[config.mk]
export PLATFORM = sky130hd
export DESIGN_NAME = pcc_mode_scheduler
export DESIGN_NICKNAME = d
export VERILOG_FILES = /design/src/rtl/pcc_mode_scheduler.sv
export SDC_FILE = /design/constraint.sdc
export NUM_CORES = 1
export LEC_CHECK = 0
export ABC_AREA = 1
export CAP_MARGIN = 40
export CORE_AREA = 5 5 75 77
export DETAILED_ROUTE_END_ITERATION = 16
export DIE_AREA = 0 0 80 82
export PLACE_DENSITY_LB_ADDON = 0.3
export REMOVE_ABC_BUFFERS = 1
export SYNTH_ARGS = -nofsm -noshare
export SYNTH_HDL_FRONTEND = slang
export SYNTH_SLANG_ARGS = --single-unit
[constraint.sdc]
create_clock -name clk -period 2.42 [get_ports clk]
set_clock_uncertainty 0.15 [all_clocks]
set_input_delay 0.484 -clock clk [delete_from_list [all_inputs] [get_ports clk]]
set_output_delay 0.484 -clock clk [all_outputs]
set_load 0.05 [all_outputs]
[src/rtl/pcc_mode_scheduler.sv]
// Tick prescaler, one-entry command buffer and mode sequencer driving every PCC replica (SENSOR_WAKE_EN adds sensor wake).
// Tick updates appear the cycle after pcc_en; cmd_ready is low while a command waits for its tick.
module pcc_mode_scheduler #(
    parameter int unsigned TICK_DIV      = 1000,
    parameter int unsigned LINK_TIMEOUT  = 64,
    parameter int unsigned SLEEP_TIMEOUT = 256,
    parameter logic [3:0]  DEF_SPEED     = 4'd5,
    parameter logic [3:0]  DEF_DIR       = 4'd8
) (
    input  logic       clk,
    input  logic       rst,
    input  logic       cmd_valid,
    output logic       cmd_ready,
    input  logic [3:0] cmd_speed,
    input  logic [3:0] cmd_dir,
    input  logic [1:0] cmd_mode,
    input  logic       f1,
    input  logic       f2,
    input  logic       b1,
    input  logic       b2,
    output logic       pcc_en,
    output logic [1:0] mode_o,
    output logic [3:0] speed_o,
    output logic [3:0] dir_o,
    output logic       link_lost
);
    localparam int PW = $clog2(TICK_DIV);
    localparam int LW = $clog2(LINK_TIMEOUT + 1);
    localparam int IW = $clog2(SLEEP_TIMEOUT + 1);
    localparam logic [PW-1:0] TICK_LAST = PW'(TICK_DIV - 1);
    localparam logic [LW-1:0] LINK_MAX  = LW'(LINK_TIMEOUT);
    localparam logic [LW-1:0] LINK_LAST = LW'(LINK_TIMEOUT - 1);
    localparam logic [IW-1:0] IDLE_MAX  = IW'(SLEEP_TIMEOUT);

    typedef enum logic [1:0] {
        MODE_AUTO   = 2'd0,
        MODE_HYBRID = 2'd1,
        MODE_MANUAL = 2'd2,
        MODE_SLEEP  = 2'd3
    } mode_t;

    mode_t          mode_q;
    mode_t          mode_d;
    logic [3:0]     speed_d;
    logic [3:0]     dir_d;
    logic           lost_d;

    logic           run;
    logic [PW-1:0]  pre_cnt;
    logic           tick;

    logic           pend_full;
    logic [3:0]     pend_speed;
    logic [3:0]     pend_dir;
    logic [1:0]     pend_mode;

    logic [LW-1:0]  link_cnt;
    logic [LW-1:0]  link_inc;
    logic [LW-1:0]  link_next;
    logic [IW-1:0]  idle_cnt;
    logic [IW-1:0]  idle_inc;
    logic [IW-1:0]  idle_next;

    logic           accept;
    logic           apply;
    logic [3:0]     app_speed;
    logic [3:0]     app_dir;
    logic [1:0]     app_mode;
    logic           sensor_act;
    logic           wd_fire;
    logic           sleep_go;
    logic           wake_go;

`ifdef SENSOR_WAKE_EN
    assign sensor_act = f1 | f2 | b1 | b2;
`else
    logic sensor_unused;
    assign sensor_unused = f1 ^ f2 ^ b1 ^ b2;
    assign sensor_act    = 1'b0;
`endif

    // run holds the prescaler for one cycle after reset so the first tick lands TICK_DIV cycles after release
    assign tick      = run && (pre_cnt == TICK_LAST);
    assign pcc_en    = tick;
    assign cmd_ready = run && !pend_full;
    assign accept    = cmd_valid && cmd_ready;
    assign apply     = tick && (pend_full || accept);

    assign app_speed = pend_full ? pend_speed : cmd_speed;
    assign app_dir   = pend_full ? pend_dir   : cmd_dir;
    assign app_mode  = pend_full ? pend_mode  : cmd_mode;

    assign link_inc  = (link_cnt == LINK_MAX) ? link_cnt : link_cnt + 1'b1;
    assign link_next = apply ? '0 : link_inc;
    assign idle_inc  = (idle_cnt == IDLE_MAX) ? idle_cnt : idle_cnt + 1'b1;
    assign idle_next = (apply || sensor_act) ? '0 : idle_inc;

    // Watchdog fires only on the tick that reaches the limit so a later sleep entry is not starved
    assign wd_fire   = tick && !apply && (link_cnt == LINK_LAST);
    assign sleep_go  = tick && (mode_q == MODE_AUTO) && (idle_next == IDLE_MAX);
    assign wake_go   = tick && (mode_q == MODE_SLEEP) && sensor_act;

    always_comb begin
        mode_d  = mode_q;
        speed_d = speed_o;
        dir_d   = dir_o;
        lost_d  = link_lost;
        if (apply) begin
            mode_d  = mode_t'(app_mode);
            speed_d = app_speed;
            dir_d   = app_dir;
            lost_d  = 1'b0;
        end else if (wd_fire) begin
            lost_d  = 1'b1;
            speed_d = DEF_SPEED;
            dir_d   = DEF_DIR;
            if (mode_q == MODE_HYBRID || mode_q == MODE_MANUAL) begin
                mode_d = MODE_AUTO;
            end
        end else if (sleep_go) begin
            mode_d = MODE_SLEEP;
        end else if (wake_go) begin
            mode_d = MODE_AUTO;
        end
    end

    always_ff @(posedge clk or posedge rst) begin
        if (rst) begin
            mode_q    <= MODE_SLEEP;
            speed_o   <= 4'd0;
            dir_o     <= DEF_DIR;
            link_lost <= 1'b0;
        end else begin
            mode_q    <= mode_d;
            speed_o   <= speed_d;
            dir_o     <= dir_d;
            link_lost <= lost_d;
        end
    end

    assign mode_o = mode_q;

    always_ff @(posedge clk or posedge rst) begin
        if (rst) begin
            run        <= 1'b0;
            pre_cnt    <= '0;
            pend_full  <= 1'b0;
            pend_speed <= 4'd0;
            pend_dir   <= 4'd0;
            pend_mode  <= 2'd0;
            link_cnt   <= '0;
            idle_cnt   <= '0;
        end else begin
            run <= 1'b1;
            if (run) begin
                pre_cnt <= tick ? '0 : pre_cnt + 1'b1;
            end
            if (tick) begin
                pend_full <= 1'b0;
                link_cnt  <= link_next;
                idle_cnt  <= idle_next;
            end else if (accept) begin
                pend_full  <= 1'b1;
                pend_speed <= cmd_speed;
                pend_dir   <= cmd_dir;
                pend_mode  <= cmd_mode;
            end
        end
    end
endmodule

==> results by group, run 1 <==
Global route
  • GR Overflow Total: 0
  • Global-route wire length before repair: about 9600 um
  • GR Util All Layers: 18.58%
  • Largest net degree at the start of global routing: 37
  • Initial antenna violation count: 0
  • GRT met1 Usage: 24.26%
  • Grt met3 use: 2.303%
  • Vias in the first global route: around 2.2k
  • Met2 Use GR: 32.12%
  • Most Crowded Layer GR: met2

Worst setup path
  • Worst setup EP type: output pin
  • Largest stage delay, worst path: about 0.80 ns
  • Cell family with most CP delay: buffers and inverters
  • Crit path cell chain: clkdlybuf4s50_1
  • Critical Path Source Type: register
  • Critical Path RT: 1.79 ns
  • Buffers & Inverters on Critical Path: 1
  • Crit path kind: register to output pin
  • Slowest cell on crit path: clkdlybuf4s50_1
  • R2R Path Start: pre_cnt[0]$_DFFE_PP0P_
  • CP Launch Point: mode_o[0]$_DFFE_PP1P_
  • Largest fanout on the critical path: 3
  • Critical path arrival: 1.64 ns

Finish
  • Fill cells: roughly 430
  • ANT cells: 0
  • Total Nets Final: 389
  • Area Growth Syn to Fin: 19.25%
  • Final core occ: a little over three fifths
  • Share of cells above drive strength 1: ~11%

Placed design
  • Final HPWL DP: around 4000 um
  • Dpl ws: between 0.07 and 0.08 ns
  • I/O Buffers: 25
  • GP Congestion: between 0.8 and 0.9

Timing
  • Final hold vios: 0
  • Post-route worst setup slack: 0.1463 ns
  • Final Setup Violations: 0
  • RSZ-0062 raised after global routing: no
  • Min Hold Slack: 0.2992 ns
  • Relative slew slack: 66.47%
  • Final slew viol count: 0
  • Worst Tran Pin Value: ~0.5 ns
  • Peak Freq: 439.8 MHz
  • Final TNS setup: 0 ns
  • Min Tclk post-route: about 2.3 ns
  • Final worst path period share: between 90 and 100%

Outcome
  • Status: complete, no violations

Logic synthesis
  • Count of cell types in the netlist: 32
  • Post-Synth XOR/XNOR Area: around 1.7%
  • Post-synth ARST share: 100.0%
  • Post-Syn Instances: approximately 330
  • Post-synthesis sequential area ratio: around 47%
  • Yosys top cell by area: dfrtp_1
  • Mapped cell area: 2606 sq um
  • Simple-gate area share of the yosys netlist: about a quarter
  • Synth top area share: between 40 and 50%
  • Synth Area in Adders: a little under 3%
  • Main combinational cell family by area after synthesis: simple AND/OR/NAND/NOR gates
  • Yosys warnings: 0
  • Synth cell count leaders: nand2_1, inv_1, dfrtp_1
  • Post-synth EDFFs: 0
  • Syn Area/Cell: 7.827 sq um
  • Post-synth top flop: dfrtp_1
  • Top-count cell post-synth: nand2_1
  • Post-synthesis compound-gate area fraction: 11.81%
  • Top cells by area, synth: dfrtp_1, nand2_1, o21ai_0, inv_1, nor2_1
  • Flops & latches, synth: between 40 and 50
  • Mux cell area share after synthesis: 1.296%

Pwr
  • Psw: 0.4701 mW
  • Pwr/cell area: between 500 and 600 nW/um^2
  • Switching Share: a little over a quarter
  • Peak supply drop: around 0.00041 V
  • Clock network fraction of design power: around a third
  • Tot Pwr: between 1.5 and 2 mW
  • Internal: between 1 and 1.5 mW
  • Seq pwr share: 53.2%
  • Leak: approximately 1.5 nW
  • Combinational fraction of design power: 12.6%

Floorplan
  • Die area: 6560 sq um
  • Core area: ~5000 sq um
  • Initial Util: between 50% and 60%
  • IO Count: 30
  • Die Span Y: ~80 um
  • Die Wd: roughly 80 um
  • Cell row count: 26

Flow run
  • Max_cap viols: 0

Clock tree
  • Htree depth: 2
  • CTS root buffer: clkbuf_8
  • TritonCTS clock tree: yes
  • Post-CTS Hold Buffers: 0
  • Reg clk slew, reported paths: ~0.10 ns
  • Clk_lat worst skew: 0.30 ns
  • Clock buffer depth: 2
  • CTS buffer count: 5
  • CTS sink count: 49

Hold path
  • Min-Delay Path Class: input pin to async pin

Route
  • Per-cell routed wire length: between 10 and 15 um
  • Pre-Repair DR Iteration Count: 4
  • Drt total wl: roughly 5500 um
  • Iter 0 DRT Violations: 94
  • Via Count: 2236
  • DRT antenna net count: 0
  • Via/cell ratio: 5.117
  • DRC viols: 0
[through the flow]
stage | cells | area (sq um)
after CTS | 437 | 3103
after global placement | 429 | 2980
after detailed placement | 429 | 2980
after global routing | 437 | 3108
after floorplan | 328 | 2580
final | 437 | 3108
[worst reg2reg max path, cell delays in order, from the launching register on]
cell      delay, ns
dfrtp_1        0.39
ha_1           0.17
nand2_1        0.13
nor3_1         0.16
nand3_1        0.24
clkinv_1       0.20
o21ai_2        0.11
inv_2          0.12
nand3_1        0.11
a21oi_1        0.17
[cell families (layout without fill, tap and decap cells)]
group	after synthesis	count (layout)
mux	3	3
compound gates	57	57
fa+ha+maj	6	6
simple gates	156	156
buf+inv	56	90
flops	49	49
other cells	1	1
xor+xnor	5	5
[registers in the layout (all words and copies together) (netlist names)]
signal and cells:
pend_dir 4, pre_cnt 10, run 1, link_lost 1
speed_o 4, idle_cnt 9, pend_speed 4, pend_mode 2
mode_o 2, dir_o 4, pend_full 1, link_cnt 7
[layer usage]
layer	wire (um)	vias to the layer above
li1	-	1142
met1	2535	1044
met2	2725	43
met3	149	7
met4	67	0
met5	0	-
[cell type report]
cell class	instances	area, sq um	area share, %
inverters	51	191.4	6.159
clock buffers	6	82.58	2.657
repair buffers	31	312.8	10.06
well taps	70	87.58	2.818
flip-flops and latches	49	1230	39.57
clock inverters	2	37.54	1.208
multi-input cells	228	1166	37.52
[power groups by stage]
stage	Sequential [mW]	Clock, mW	Combinational (mW)
floorplan	0.955	0	0.162
global placement	0.964	0	0.215
detailed placement	0.968	0	0.227
CTS	0.952	0.628	0.228
global route	0.967	0.661	0.264
finish	0.954	0.613	0.226
[final timing paths]
check | end | slack [ns] | cells after the start
max reg2reg | link_cnt[6]$_DFFE_PP0P_ | 0.38 | 9
min | pre_cnt[9]$_DFFE_PP0P_ | 0.30 | 2
min reg2reg | dir_o[2]$_DFFE_PP0N_ | 0.34 | 2
max in group asynchronous | mode_o[0]$_DFFE_PP1P_ | 1.26 | 3
max | mode_o[0] | 0.15 | 1
min in group clk | dir_o[2]$_DFFE_PP0N_ | 0.34 | 2
[placed cells by master, fill, tap and decap left out]
cell	Yosys	final
buf_12	0	2
inv_1	47	46
nor3_1	6	6
clkinvlp_4	0	1
clkdlybuf4s50_1	0	22
nor2_2	3	3
a31oi_1	3	3
ha_1	6	6
nor2_1	29	29
xnor2_1	2	2
o21ai_2	2	2
nand2_1	81	80
nand3_2	3	3
nor4_1	2	2
dfrtp_1	46	46
inv_2	2	3
clkinv_1	2	2
o22ai_1	3	3
o21a_1	2	2
a21oi_1	9	9
bufinv_16	0	1
dfstp_2	3	3
conb_1	1	1
clkbuf_8	0	6
nor3_4	1	1
nand3_1	20	20
nor3_2	1	1
nand2_2	3	3
xor2_1	3	3
nand4_1	6	6
buf_4	1	7
o21ai_0	37	37
o31ai_1	1	1
nand2_4	0	1
mux2_2	3	3
nor3b_1	1	1
[what timing repair did]
action,4_1_cts,5_1_grt
setup buffers,0,0
endpoints found under the setup margin,1,1
hold endpoints to repair,0,0
pin swaps,0,1
resized for setup,1,1
Note: power is estimated with default switching activity, not from simulation.
==> inputs of run 2 (changes only) <==
Settings changed: PLACE_DENSITY set to 0.77, PLACE_DENSITY_LB_ADDON 0.3 to not set.
==> run 2 against run 1 <==
Effect of this change: worst hold slack better by 0.012 ns; core utilization down 0.051 points; worst setup slack worse by 0.0090 ns; cell area about the same; non-clock buffer count up 1; power down 2.9%; count of clock-buffer cells in the layout unchanged; global-route usage down 0.25 points; die area unchanged; via count down 1.2%.
==> results by group, run 2 (synthesis gave the netlist of run 1 again) <==
Outcome
  • Status: complete, no violations

Worst setup path
  • Critical Path RT: 1.79 ns (about the same)
  • Reg-to-reg slack, setup: 0.38 ns (about the same)
  • Cell family with most CP delay: buffers and inverters
  • Slowest cell on crit path: clkdlybuf4s50_1
  • Critical path arrival: 1.65 ns (about the same)
  • WP depth: 1 (unchanged)
  • Worst reg-to-reg path cell count: 9 (unchanged)
  • CP Launch Point: mode_o[0]$_DFFE_PP1P_
  • Worst R2R End: link_cnt[5]$_DFFE_PP0P_
  • Critical Path Source Type: register
  • Crit path to: mode_o[0]
  • R2R Path Start: pre_cnt[0]$_DFFE_PP0P_
  • Largest fanout on the critical path: 3 (unchanged)
  • Worst setup EP type: output pin
  • Buffers & Inverters on Critical Path: 1 (unchanged)
  • Largest stage delay, worst path: 0.81 ns (about the same)
  • Crit path kind: register to output pin
  • Crit path cell chain: clkdlybuf4s50_1

Route
  • DRC viols: 0 (unchanged)
  • Pre-Repair DR Iteration Count: 4 (unchanged)
  • Via/cell ratio: 5.043 (-1.4%)
  • Drt total wl: 5366 um (-2.0%)
  • Per-cell routed wire length: 12.25 um (-2.3%)
  • DRT antenna net count: 0 (unchanged)
  • Via Count: 2209 (-1.2%)
  • Iter 0 DRT Violations: 135 (+44%)

Timing
  • Final TNS setup: 0 ns (unchanged)
  • Relative slew slack: 66.03% (-0.45 points)
  • Min Hold Slack: 0.3110 ns (+0.01180 ns)
  • Min Tclk post-route: 2.283 ns (+0.009026 ns)
  • Final slew viol count: 0 (unchanged)
  • Peak Freq: 438.1 MHz (-0.40%)
  • Final Setup Violations: 0 (unchanged)
  • Final hold vios: 0 (unchanged)
  • RSZ-0062 raised after global routing: no
  • Final worst path period share: 94.33% (+0.37 points)
  • Worst Tran Pin Value: 0.5080 ns (+0.006711 ns)

Global route
  • GR Util All Layers: 18.33% (-0.25 points)
  • Largest net degree at the start of global routing: 24 (-35%)
  • Global-route wire length before repair: 9508 um (-0.87%)
  • Initial antenna violation count: 0 (unchanged)
  • GR Overflow Total: 0 (unchanged)
  • Vias in the first global route: 2171 (+0.88%)

Finish
  • Commonest non-fill, non-tap cell in the layout: nand2_1
  • Total Nets Final: 390 (+0.26%)
  • Max reg flops: 10 (unchanged)
  • Area Growth Syn to Fin: 19.16% (about the same)
  • Share of cells above drive strength 1: 10.60% (-0.30 points)
  • Fill cells: 425 (-0.93%)
  • Register name with the most flops: pre_cnt
  • Commonest cells after routing, fill and taps aside: nand2_1, inv_1, dfrtp_1
  • ANT cells: 0 (unchanged)
  • Largest registers: pre_cnt: 10 flops, idle_cnt: 9 flops, link_cnt: 7 flops

Floorplan
  • Cell row count: 26 (unchanged)
  • Core area: 4945 sq um (unchanged)
  • Die area: 6560 sq um (unchanged)
  • IO Count: 30 (unchanged)
  • Initial Util: 52.71% (unchanged)
  • Die Wd: 80 um (unchanged)
  • Die Span Y: 82 um (unchanged)

Clock tree
  • CTS root buffer: clkbuf_8
  • CTS sink count: 49 (unchanged)
  • CTS buffer count: 5 (unchanged)
  • Post-CTS Hold Buffers: 0 (unchanged)
  • Reg clk slew, reported paths: 0.09 ns (about the same)
  • Htree depth: 2 (unchanged)
  • TritonCTS clock tree: yes
  • Clk_lat worst skew: 0.29 ns (about the same)
  • Clock buffer depth: 2 (unchanged)

Pwr
  • Peak supply drop: 0.0003210 V (-23%)
  • Leak: 1.520 nW (about the same)
  • Pwr/cell area: 560.4 nW/um^2 (-2.9%)

Placed design
  • Final HPWL DP: 4099 um (+1.3%)
  • GP Congestion: 0.8525 (-3.5%)
  • I/O Buffers: 25 (unchanged)

Flow run
  • Max_cap viols: 0 (unchanged)

Hold path
  • Min-Delay Path Class: input pin to async pin
==> run 2: cell types whose count changed in the layout (fill, tap and decap cells not counted) <==
cell	previous run	this run
clkdlybuf4s50_1	22	23
clkinv_2	0	1
clkbuf_1	0	1
clkinvlp_4	1	0
clkbuf_8	6	5
==> run 2: cell type report <==
type	count	area, sq um	area share (%)
Sequential cell	49	1230	39.61
Tap cell	70	87.58	2.820
Clock inverter	2	35.03	1.128
Multi-Input combinational cell	228	1166	37.55
Timing Repair Buffer	32	322.8	10.39
Clock buffer	6	72.57	2.337
Inverter	51	191.4	6.164
==> run 2: power breakdown <==
part           switching, mW  leakage [nW]  total, mW  internal (mW)
combinational          0.133         0.888      0.224         0.0912
clock                  0.257        0.0552      0.564          0.307
sequential            0.0558         0.576      0.952          0.896
total                  0.446          1.52       1.74           1.29
==> run 2: repair_timing <==
| item | 4_1_cts | 5_1_grt |
|---|---|---|
| endpoints found under the setup margin | 1 | 1 |
| resized for setup | 1 | 1 |
| pin swaps | 0 | 1 |
| buffers inserted | 0 | 0 |
==> run 2: metal layers <==
| layer | part of all wire (%) | global-route usage (%) | vias up |
|---|---|---|---|
| met2 | 48 | 30.38 | 43 |
| li1 | - | - | 1137 |
| met4 | 1.5 | 6.250 | 0 |
| met1 | 47 | 24.84 | 1019 |
| met3 | 3.4 | 2.412 | 10 |
| met5 | 0 | 0 | - |
==> run 2: worst min path at each step <==
stage / startpoint / endpoint / slack, ns / cells after the start
2_1_floorplan: pend_dir[0]$_DFFE_PP0P_ / pend_dir[0]$_DFFE_PP0P_ / 0.30 / 2
3_3_place_gp: pend_mode[1]$_DFFE_PP0P_ / pend_mode[1]$_DFFE_PP0P_ / 0.31 / 2
3_5_place_dp: pend_mode[1]$_DFFE_PP0P_ / pend_mode[1]$_DFFE_PP0P_ / 0.32 / 2
4_1_cts: rst / pre_cnt[6]$_DFFE_PP0P_ / 0.32 / 2
5_1_grt: rst / pre_cnt[6]$_DFFE_PP0P_ / 0.33 / 2
6_report: rst / pend_speed[0]$_DFFE_PP0P_ / 0.31 / 2
==> run 2: per-stage QoR <==
step	std cells	setup WS (ns)	total power, mW	cell area [sq um]	util, %
finish	438	0.1373	1.740	3105	62.80
global route	438	0.03961	1.845	3105	62.80
CTS	438	0.09326	1.754	3100	62.70
detailed placement	430	0.06081	1.192	2990	60.48
global placement	430	0.1397	1.180	2990	60.48
floorplan	328	0.2420	1.117	2580	-
